### config.mk
export PLATFORM = sky130hd
export DESIGN_NAME = io_delay_sequencer
export DESIGN_NICKNAME = d
export VERILOG_FILES = /design/src/rtl/io_delay_sequencer_pkg.sv /design/src/rtl/io_delay_sequencer_btn_sync.sv /design/src/rtl/io_delay_sequencer.sv
export SDC_FILE = /design/constraint.sdc
export NUM_CORES = 1
export LEC_CHECK = 0
export ABC_CLOCK_PERIOD_IN_PS = 2400
export CAP_MARGIN = 20
export CELL_PAD_IN_SITES_DETAIL_PLACEMENT = 1
export CELL_PAD_IN_SITES_GLOBAL_PLACEMENT = 1
export CORE_MARGIN = 1.5
export CORE_UTILIZATION = 35
export DETAILED_ROUTE_END_ITERATION = 12
export MAX_ROUTING_LAYER = met4
export PLACE_DENSITY = 0.88
export SETUP_SLACK_MARGIN = 0.5
export SLEW_MARGIN = 20
export SYNTH_ARGS = -nofsm -noshare
export SYNTH_HDL_FRONTEND = slang
export SYNTH_SLANG_ARGS = --single-unit
### constraint.sdc
create_clock -name clock -period 2.4 [get_ports clock]
set_input_delay 0.24 -clock clock [delete_from_list [all_inputs] [get_ports clock]]
set_output_delay 0.24 -clock clock [all_outputs]
set_load 0.02 [all_outputs]
### src/rtl/io_delay_sequencer_pkg.sv
// ---------------------------------------------------------------------------
// io_delay_sequencer_pkg
// Shared definitions for the Delay / Entrada / Saida sequencer:
//   - seq_state_e     : 3-bit sequencer state encoding
//   - DEFAULT_CLK_DIV : cycles per delay time unit (1 ms at 50 MHz)
//   - presc_width()   : prescaler counter width for a given divider
// ---------------------------------------------------------------------------
package io_delay_sequencer_pkg;

    typedef enum logic [2:0] {
        ST_IDLE       = 3'd0,
        ST_DELAY      = 3'd1,
        ST_IN_WAIT    = 3'd2,
        ST_IN_RELEASE = 3'd3,
        ST_DONE       = 3'd4
    } seq_state_e;

    localparam int unsigned DEFAULT_CLK_DIV = 50000;

    // A divider of 1 still needs a one-bit counter so the wrap compare exists.
    function automatic int unsigned presc_width(input int unsigned div);
        return (div > 1) ? $clog2(div) : 1;
    endfunction

endpackage

### src/rtl/io_delay_sequencer_btn_sync.sv
// ---------------------------------------------------------------------------
// io_delay_sequencer_btn_sync
// Brings an asynchronous push button into the clock domain through a
// SYNC_STAGES flop chain and flags its rising edge.
// Ports:
//   clock   : system clock
//   reset   : synchronous active-high reset, clears every flop
//   async_i : raw button level
//   level_o : synchronized button level
//   rise_o  : high for one cycle when level_o goes 0 -> 1
// ---------------------------------------------------------------------------
module io_delay_sequencer_btn_sync #(
    parameter int unsigned SYNC_STAGES = 2
) (
    input  logic clock,
    input  logic reset,
    input  logic async_i,
    output logic level_o,
    output logic rise_o
);

    logic [SYNC_STAGES-1:0] sync_q;
    logic                   prev_q;

    genvar gi;
    generate
        for (gi = 0; gi < SYNC_STAGES; gi++) begin : g_sync
            if (gi == 0) begin : g_first
                always_ff @(posedge clock) begin
                    if (reset) sync_q[gi] <= 1'b0;
                    else       sync_q[gi] <= async_i;
                end
            end else begin : g_rest
                always_ff @(posedge clock) begin
                    if (reset) sync_q[gi] <= 1'b0;
                    else       sync_q[gi] <= sync_q[gi-1];
                end
            end
        end
    endgenerate

    always_ff @(posedge clock) begin
        if (reset) prev_q <= 1'b0;
        else       prev_q <= sync_q[SYNC_STAGES-1];
    end

    assign level_o = sync_q[SYNC_STAGES-1];
    assign rise_o  = sync_q[SYNC_STAGES-1] & ~prev_q;

endmodule

### src/rtl/io_delay_sequencer.sv
// ---------------------------------------------------------------------------
// io_delay_sequencer
// Multi-cycle sequencer for the DELAY, IN and OUT instructions. Holds the PC
// and register write path (stall) while a delay timer runs or while the user
// confirms the switch word with the enter button; latches OUT data into the
// display register.
// Ports:
//   clock, reset          : clock and synchronous active-high reset
//   delay, entrada, saida : decoded instruction strobes (priority in order)
//   delay_value           : delay length in time units
//   out_value             : word to show on the display
//   switches              : board switches, zero-extended on capture
//   enter_btn             : asynchronous enter button
//   stall                 : freeze PC / register write this cycle
//   io_data, io_write     : captured switch word and its write strobe
//   display_data          : display register
//   display_load          : one-cycle pulse after display_data updates
// ---------------------------------------------------------------------------
module io_delay_sequencer
    import io_delay_sequencer_pkg::*;
#(
    parameter int unsigned DATA_WIDTH  = 32,
    parameter int unsigned SW_WIDTH    = 16,
    parameter int unsigned CLK_DIV     = DEFAULT_CLK_DIV,
    parameter int unsigned SYNC_STAGES = 2
) (
    input  logic                  clock,
    input  logic                  reset,
    input  logic                  delay,
    input  logic                  entrada,
    input  logic                  saida,
    input  logic [DATA_WIDTH-1:0] delay_value,
    input  logic [DATA_WIDTH-1:0] out_value,
    input  logic [SW_WIDTH-1:0]   switches,
    input  logic                  enter_btn,
    output logic                  stall,
    output logic [DATA_WIDTH-1:0] io_data,
    output logic                  io_write,
    output logic [DATA_WIDTH-1:0] display_data,
    output logic                  display_load
);

    localparam int unsigned           PW         = presc_width(CLK_DIV);
    localparam logic [PW-1:0]         PRESC_LAST = PW'(CLK_DIV - 1);
    localparam logic [PW-1:0]         PRESC_ONE  = PW'(1);
    localparam logic [DATA_WIDTH-1:0] REM_ONE    = DATA_WIDTH'(1);

    seq_state_e            state_q,   state_d;
    logic [PW-1:0]         presc_q,   presc_d;
    logic [DATA_WIDTH-1:0] remain_q,  remain_d;
    logic [DATA_WIDTH-1:0] io_data_q, io_data_d;
    logic [DATA_WIDTH-1:0] disp_q,    disp_d;
    logic                  load_q,    load_d;
    logic                  was_in_q,  was_in_d;

    logic btn_level;
    logic btn_rise;

    io_delay_sequencer_btn_sync #(
        .SYNC_STAGES (SYNC_STAGES)
    ) u_enter_sync (
        .clock   (clock),
        .reset   (reset),
        .async_i (enter_btn),
        .level_o (btn_level),
        .rise_o  (btn_rise)
    );

    always_ff @(posedge clock) begin
        if (reset) begin
            state_q   <= ST_IDLE;
            presc_q   <= '0;
            remain_q  <= '0;
            io_data_q <= '0;
            disp_q    <= '0;
            load_q    <= 1'b0;
            was_in_q  <= 1'b0;
        end else begin
            state_q   <= state_d;
            presc_q   <= presc_d;
            remain_q  <= remain_d;
            io_data_q <= io_data_d;
            disp_q    <= disp_d;
            load_q    <= load_d;
            was_in_q  <= was_in_d;
        end
    end

    always_comb begin
        state_d   = state_q;
        presc_d   = presc_q;
        remain_d  = remain_q;
        io_data_d = io_data_q;
        disp_d    = disp_q;
        load_d    = 1'b0;
        was_in_d  = was_in_q;
        stall     = 1'b0;
        io_write  = 1'b0;

        case (state_q)
            ST_IDLE: begin
                if (delay) begin
                    stall    = 1'b1;
                    was_in_d = 1'b0;
                    if (delay_value == '0) begin
                        state_d = ST_DONE;
                    end else begin
                        remain_d = delay_value;
                        presc_d  = '0;
                        state_d  = ST_DELAY;
                    end
                end else if (entrada) begin
                    stall    = 1'b1;
                    was_in_d = 1'b1;
                    state_d  = ST_IN_WAIT;
                end else if (saida) begin
                    // OUT retires immediately; the pulse follows the update.
                    disp_d = out_value;
                    load_d = 1'b1;
                end
            end

            ST_DELAY: begin
                stall = 1'b1;
                if (presc_q == PRESC_LAST) begin
                    presc_d  = '0;
                    remain_d = remain_q - REM_ONE;
                    if (remain_q == REM_ONE) begin
                        state_d = ST_DONE;
                    end
                end else begin
                    presc_d = presc_q + PRESC_ONE;
                end
            end

            ST_IN_WAIT: begin
                stall = 1'b1;
                // Only a fresh press counts, so a button held on entry waits.
                if (btn_rise) begin
                    io_data_d = DATA_WIDTH'(switches);
                    state_d   = ST_IN_RELEASE;
                end
            end

            ST_IN_RELEASE: begin
                stall = 1'b1;
                if (!btn_level) begin
                    state_d = ST_DONE;
                end
            end

            ST_DONE: begin
                io_write = was_in_q;
                state_d  = ST_IDLE;
            end

            default: begin
                state_d = ST_IDLE;
            end
        endcase
    end

    assign io_data      = io_data_q;
    assign display_data = disp_q;
    assign display_load = load_q;

endmodule

==> results by group, run 1 <==
STA
  • PnR worst setup slack: approximately 0.09 ns
  • Slew Limit Fails: 0
  • Minimum clock period: around 2.3 ns
  • Fmax: approximately 0.43 GHz
  • Final Hold Viols: 0
  • Final setup viols: 0
  • Final hold slack: 0.2531 ns
  • Setup tns final: 0 ns
  • Worst Max-Slew Pin Slew: roughly 0.63 ns
  • RSZ-0062 raised after global routing: true
  • Clk_skew: around 0.010 ns
  • Tcrit/Tclk final: a little over nine tenths
  • Slew Limit Headroom: about three fifths

Place
  • Place WS: -0.1029 ns
  • Dpl cells: 1031
  • # port buffers: around 140
  • RePlAce Congestion: between 0.8 and 0.9
  • HPWL Detailed: around 13000 µm

Logic synthesis
  • Sequential area share after synthesis: between 30% and 40%
  • Post-synth top area share: between 30% and 40%
  • Area leader, netlist: dfxtp_1
  • Number of flops mapped to enable cells by yosys: 0
  • Synth Register Bits: around 100
  • Ranking of synthesized cells by area: dfxtp_1 37%, nand2_1 9.4%, a21oi_1 8.6%, o32ai_2 5.6%, clkbuf_1 3.3%
  • Cell with the most instances after synthesis: nand2_1
  • Post-Syn Area: 0.005558 mm²
  • Yosys cell types: a little over 60
  • Ys Warns: 0
  • Top FF cell, synth: dfxtp_1
  • Asr flop ratio synth: 0%
  • Post-Syn Instances: 698
  • Mean post-synth cell area: 7.963 µm²
  • Most frequent cells after synthesis: 139 x nand2_1, 104 x dfxtp_1, 96 x a21oi_1

CTS
  • Clock-pin slew on the worst setup and hold paths: around 0.08 ns
  • Cts-stage hold buffer count: 0
  • CTS Sinks: 104
  • CTS tree: yes
  • Clock latency at the later pin of the worst-skew pair: between 0.3 and 0.4 ns
  • H-Tree Depth: 3
  • Root Buffer: clkbuf_16
  • Worst-case clock buffer depth: 2
  • Num CTS Buffers: 9

Floorplanning
  • Core ar.: ~0.015 mm²
  • Initial Util: 36.16%
  • Die ar.: 0.01664 mm²
  • I/O Pins: between 150 and 200
  • Die span in y: between 100 and 150 µm
  • Cell Rows: 45
  • Die width: between 100 and 150 µm

Drt
  • Drt pass-1 iters: 6
  • Routed WL: approximately 25000 µm
  • Final ANT Viol Nets: 0
  • Via count: around 6600
  • DRC viols: 0
  • DR WL/cell: about 23 µm
  • DR iter-0 viols: a little under 600
  • Vias per inst: 6.033

Flow run
  • Max cap viols: 0

Layout
  • Nets: ~960
  • Share of post-route cells with drive strength above 1: between 20 and 25%
  • Area Overhead vs Synth: 53.24%
  • ANT cells: 0
  • Layout Cells excl Fill: around 1100

Power
  • Peak VDD IR: 0.0004711 V
  • Power Internal: roughly 5.0 mW
  • Sw Share: a little under half
  • Leakage: ~3.1 nW
  • Cell Pwr Density: around 1100 mW/mm²
  • Clock share of power: 16.8%
  • Pwr Total: approximately 9 mW
  • Combinational share of power: approximately three fifths
  • NetSw: between 4 and 5 mW
  • Reg power frac: between 20% and 30%

GRT
  • Grt ovf: 0
  • Total GRT Usage: 27.05%
  • First-pass GRT wire length: approximately 34000 µm
  • Vias in the first global route: ~6300
  • Initial antenna violation count: 0
  • Pin count of the biggest net entering global routing: 45

Critical path
  • Crit end category: flop
  • Worst Path Required: 2.65 ns
  • Cells on worst reg2reg path: 6
  • Critical path start-end classification: reg2reg
  • Crit path DAT: between 2 and 3 ns
  • CP startpoint kind: flop
  • CP max FO: 6

Status
  • Outcome: finished clean

Hold path
  • Hold crit path type: in2reg
  • WHS Path Cells: 3
## cells by family after synthesis
group / Yosys count / share of synthesized area (%)
compound gates: 188 / 24.49
fa+ha+maj: 3 / 0.6754
buf+inv: 87 / 7.609
flops: 104 / 37.46
mux: 15 / 2.701
other cells: 1 / 0.06747
simple gates: 300 / 26.99
## metal layers
metal | share of wire (%) | GRT usage [%]
met3 | 7.1 | 4.046
met5 | 0 | -
met4 | 4.7 | 11.37
met2 | 49 | 44.83
met1 | 39 | 32.94
## flip-flops by register name, indices dropped and copies added, names as in the netlist
signal and flops:
display_load 1, was_in_q 1, display_data 32, remain_q 32, u_enter_sync.sync_q 1, u_enter_sync.prev_q 1, io_data 16, state_q 3
u_enter_sync.level_o 1, presc_q 16
## cells in the final DEF (no fill, tap or decap), types with 10 or more instances in the layout
cell type          n
a21oi_1           89
buf_4             69
buf_6             16
clkbuf_16         11
clkdlybuf4s50_1  117
conb_1            16
dfxtp_1           92
dfxtp_2           10
dlymetal6s2s_1    15
mux2i_1           14
nand2_1          135
nand3_1           17
nand3b_1          12
nor2_1            32
nor3_1            18
o32ai_2           22
## through the flow
step                      util [%]  cell area [µm²]
after floorplan                  -             5709
after global placement       47.74             7338
after detailed placement     47.74             7338
after CTS                    52.96             8140
after global routing         55.41             8517
final                        55.41             8517
## power groups by stage
stage | Sequential (mW) | Clock, mW | Combinational, mW
6_report | 2.27 | 1.55 | 5.43
5_1_grt | 2.28 | 1.64 | 5.64
3_5_place_dp | 2.21 | 0 | 3.72
4_1_cts | 2.19 | 1.56 | 4.47
2_1_floorplan | 2.19 | 0 | 2.52
3_3_place_gp | 2.20 | 0 | 3.63
## path summary, 6_finish.rpt
path | start | endpoint | slack, ns
min | delay_value[19] | remain_q[19] | 0.25
max reg2reg | remain_q[10] | remain_q[20] | 0.09
min reg2reg | display_data[4] | display_data[4] | 0.46
max | remain_q[10] | remain_q[20] | 0.09
## worst max-delay path, stage by stage, from the launching register on
cell	delay, ns
dfxtp_2	0.33
or4_4	0.61
nor4_4	0.41
buf_4	0.24
a41oi_1	0.22
a21oi_1	0.27
o21ai_1	0.10
## repair_timing
action	in CTS	in global routing
buffers inserted	25	11
endpoints found under the hold margin	0	0
cloned	5	3
endpoints found under the setup margin	52	50
gates resized for setup	66	52
pin swaps	25	28
## cell type report
class	count	area [µm²]
clock buffers	9	225.2
clock inverters	7	77.57
fillers	1761	6854
inverters	10	37.54
multi-input cells	523	3565
flip-flops and latches	104	2102
well taps	211	264.0
repair buffers	227	2246
(Power assumes the default switching activity.)
==> inputs of run 2 (changes only) <==
Settings changed: CORE_MARGIN 1.5 to not set, CORE_UTILIZATION 35 to 36, CTS_BUF_LIST set to sky130_fd_sc_hd__clkbuf_4 sky130_fd_sc_hd__clkbuf_8, CTS_CLUSTER_SIZE set to 24, PLACE_DENSITY 0.88 to 0.9.
==> run 2 against run 1 <==
- the flow now finishes with violations (setup timing)
- clock skew increased by 0.016 ns
- cell area is 2.4% higher
- worst setup slack got worse by 0.098 ns
- routed wire length is 7.3% higher
- final cell count shrank 1.3%
- sequential power about the same
- flip-flop and latch count unchanged
- maximum frequency is 4.1% lower
- sequential share of layout area shrank 0.51 points
- non-clock buffer count grew 8
- count of clock-buffer cells in the layout increased by 1
- die area shrank 4.2%
==> results by group, run 2 (synthesis results as in run 1) <==
Status
  • Outcome: finished, violations left
  • Failing checks: setup timing

CTS
  • CTS tree: yes
  • CTS Sinks: 104
  • Cts-stage hold buffer count: 0
  • Num CTS Buffers: 9
  • H-Tree Depth: 3
  • Clock latency at the later pin of the worst-skew pair: 0.42 ns
  • Worst-case clock buffer depth: 2
  • Clock-pin slew on the worst setup and hold paths: between 0.1 and 0.15 ns
  • Root Buffer: clkbuf_8

Layout
  • Layout Cells excl Fill: around 1100
  • Final core utilization: 57.60%
  • Share of post-route cells with drive strength above 1: between 20% and 30%
  • FILL cells: 1723
  • Area Overhead vs Synth: 56.96%
  • Commonest non-fill, non-tap cell in the layout: nand2_1
  • Non-Filler Cell Area, Final: approximately 0.0087 mm²
  • Nets: between 900 and 1000
  • Commonest cells after routing, fill and taps aside: 135 x nand2_1, 106 x clkdlybuf4s50_1, 87 x dfxtp_1

STA
  • PnR worst setup slack: -0.007101 ns
  • Setup tns final: -0.007101 ns
  • Tcrit/Tclk final: 100.3%
  • RSZ-0062 raised after global routing: true
  • Fmax: about 0.42 GHz
  • Clk_skew: ~0.026 ns
  • Slew Limit Headroom: between 20% and 30%
  • Minimum clock period: 2.407 ns
  • Final setup viols: 1
  • Final Hold Viols: 0
  • Worst Max-Slew Pin Slew: roughly 1.2 ns
  • Slew Limit Fails: 0

GRT
  • Grt ovf: 0
  • M2 GR Usage: a little under 50%
  • Vias in the first global route: approximately 6600
  • M1 GR Usage: approximately 32%
  • Pin count of the biggest net entering global routing: 77
  • Initial antenna violation count: 1
  • First-pass GRT wire length: 35620 µm
  • Total GRT Usage: 29.24%
  • Met3 GRT Util: slightly above 5%
  • GR peak layer: met2

Place
  • Dpl cell area: between 0.007 and 0.008 mm²
  • RePlAce Congestion: approximately 0.82
  • Dpl cells: just over 1000
  • # port buffers: ~140
  • HPWL Detailed: between 10000 and 15000 µm

Critical path
  • Critical path start-end classification: reg2reg
  • Cells on worst reg2reg path: 9
  • Crit path DAT: 2.72 ns
  • Critical Path Slowest Stage Cell: or3b_4
  • Crit end category: flop
  • Cell chain of the critical path: inv_4 > ha_4 > or3b_4 > nor4_4 > buf_4 > buf_6 > and3_4 > a22oi_2 > o32ai_2
  • CP startpoint kind: flop
  • Largest stage delay, worst path: between 0.4 and 0.5 ns
  • Worst Path Required: 2.71 ns
  • CP max FO: 6

Drt
  • Drt pass-1 iters: 5
  • DRC viols: 0
  • DR iter-0 viols: around 690
  • DR WL/cell: 25.21 µm
  • Via count: between 6000 and 7000
  • Final ANT Viol Nets: 0
  • Vias per inst: about 6.3
  • Routed WL: ~27000 µm

Floorplanning
  • I/O Pins: 153
  • Die span in y: about 130 µm
  • Core ar.: about 0.015 mm²
  • Die ar.: 0.01594 mm²
  • Cell Rows: 45
  • Initial Util: 36.70%
  • Die width: between 100 and 150 µm

Flow run
  • Max cap viols: 0

Hold path
  • Hold crit path type: in2reg
  • WHS Path Cells: 3

Power
  • Cell Pwr Density: about 1100 mW/mm²
  • Pwr Total: between 9 and 10 mW
  • Leakage: approximately 3.3 nW
  • Peak VDD IR: ~0.00047 V
run 2: changes by cell type in the layout (fill, tap and decap cells not counted), moves of 3 or more:
cell / change
buf_12: +5
dfxtp_1: -5
clkbuf_8: +9
buf_16: +3
clkbuf_16: -10
dlymetal6s2s_1: +12
a21oi_1: -11
nor4_2: +3
a221oi_2: -3
clkdlybuf4s50_1: -11
dfxtp_2: +5
a21oi_2: +10
run 2: through the flow:
stage          setup slack [ns]  hold WS (ns)
4_1_cts                  0.3172        0.2901
5_1_grt                -0.02069        0.2235
2_1_floorplan            0.3613        0.3366
3_3_place_gp            0.07613        0.4407
6_report              -0.007101        0.2469
3_5_place_dp           -0.04726        0.4368
run 2: report_power, final:
part	leakage, nW	internal, mW	switching, mW	total [mW]
Combinational	2.36	2.51	3.36	5.87
Clock	0.0991	0.419	0.745	1.16
Sequential	0.853	1.97	0.326	2.29
run 2: worst paths after layout:
| check | slack [ns] | to | startpoint |
|---|---|---|---|
| setup / recovery | -0.007 | remain_q[18] | remain_q[0] |
| hold / removal | 0.25 | remain_q[19] | delay_value[19] |
| setup reg to reg | -0.007 | remain_q[18] | remain_q[0] |
| hold reg to reg | 0.46 | io_data[9] | io_data[9] |
run 2: routing by layer:
metal	wire length (µm)	vias to the layer above
met5	0	-
met4	1957	0
met3	2124	167
met2	13070	456
met1	10000	3302
li1	-	2884
run 2: what timing repair did:
action	4_1_cts	5_1_grt
setup buffers	22	21
pin swaps	25	36
resized for setup	70	105
gates cloned	9	2
endpoints found under the setup margin	51	66
run 2: final cells by class:
class                      instances  area (µm²)  area share (%)
multi-input combinational        523        3705           42.47
timing repair buffer             235        2444           28.01
sequential                       104        2108           24.17
tap                              188       235.2           2.697
clock buffer                      10       131.4           1.506
clock inverter                     6       57.56          0.6598
inverter                          10       40.04          0.4590
antenna                            1       2.502         0.02869
run 2: worst max-delay path, delay by kind of cell, from the launching register on:
family | cells | cell delay [ns]
AO/OA/AOI/OAI | 2 | 0.43
adder cells (fa/ha/maj) | 1 | 0.15
buffers and inverters | 3 | 0.40
flip-flops | 1 | 0.39
AND/OR/NAND/NOR | 3 | 0.94
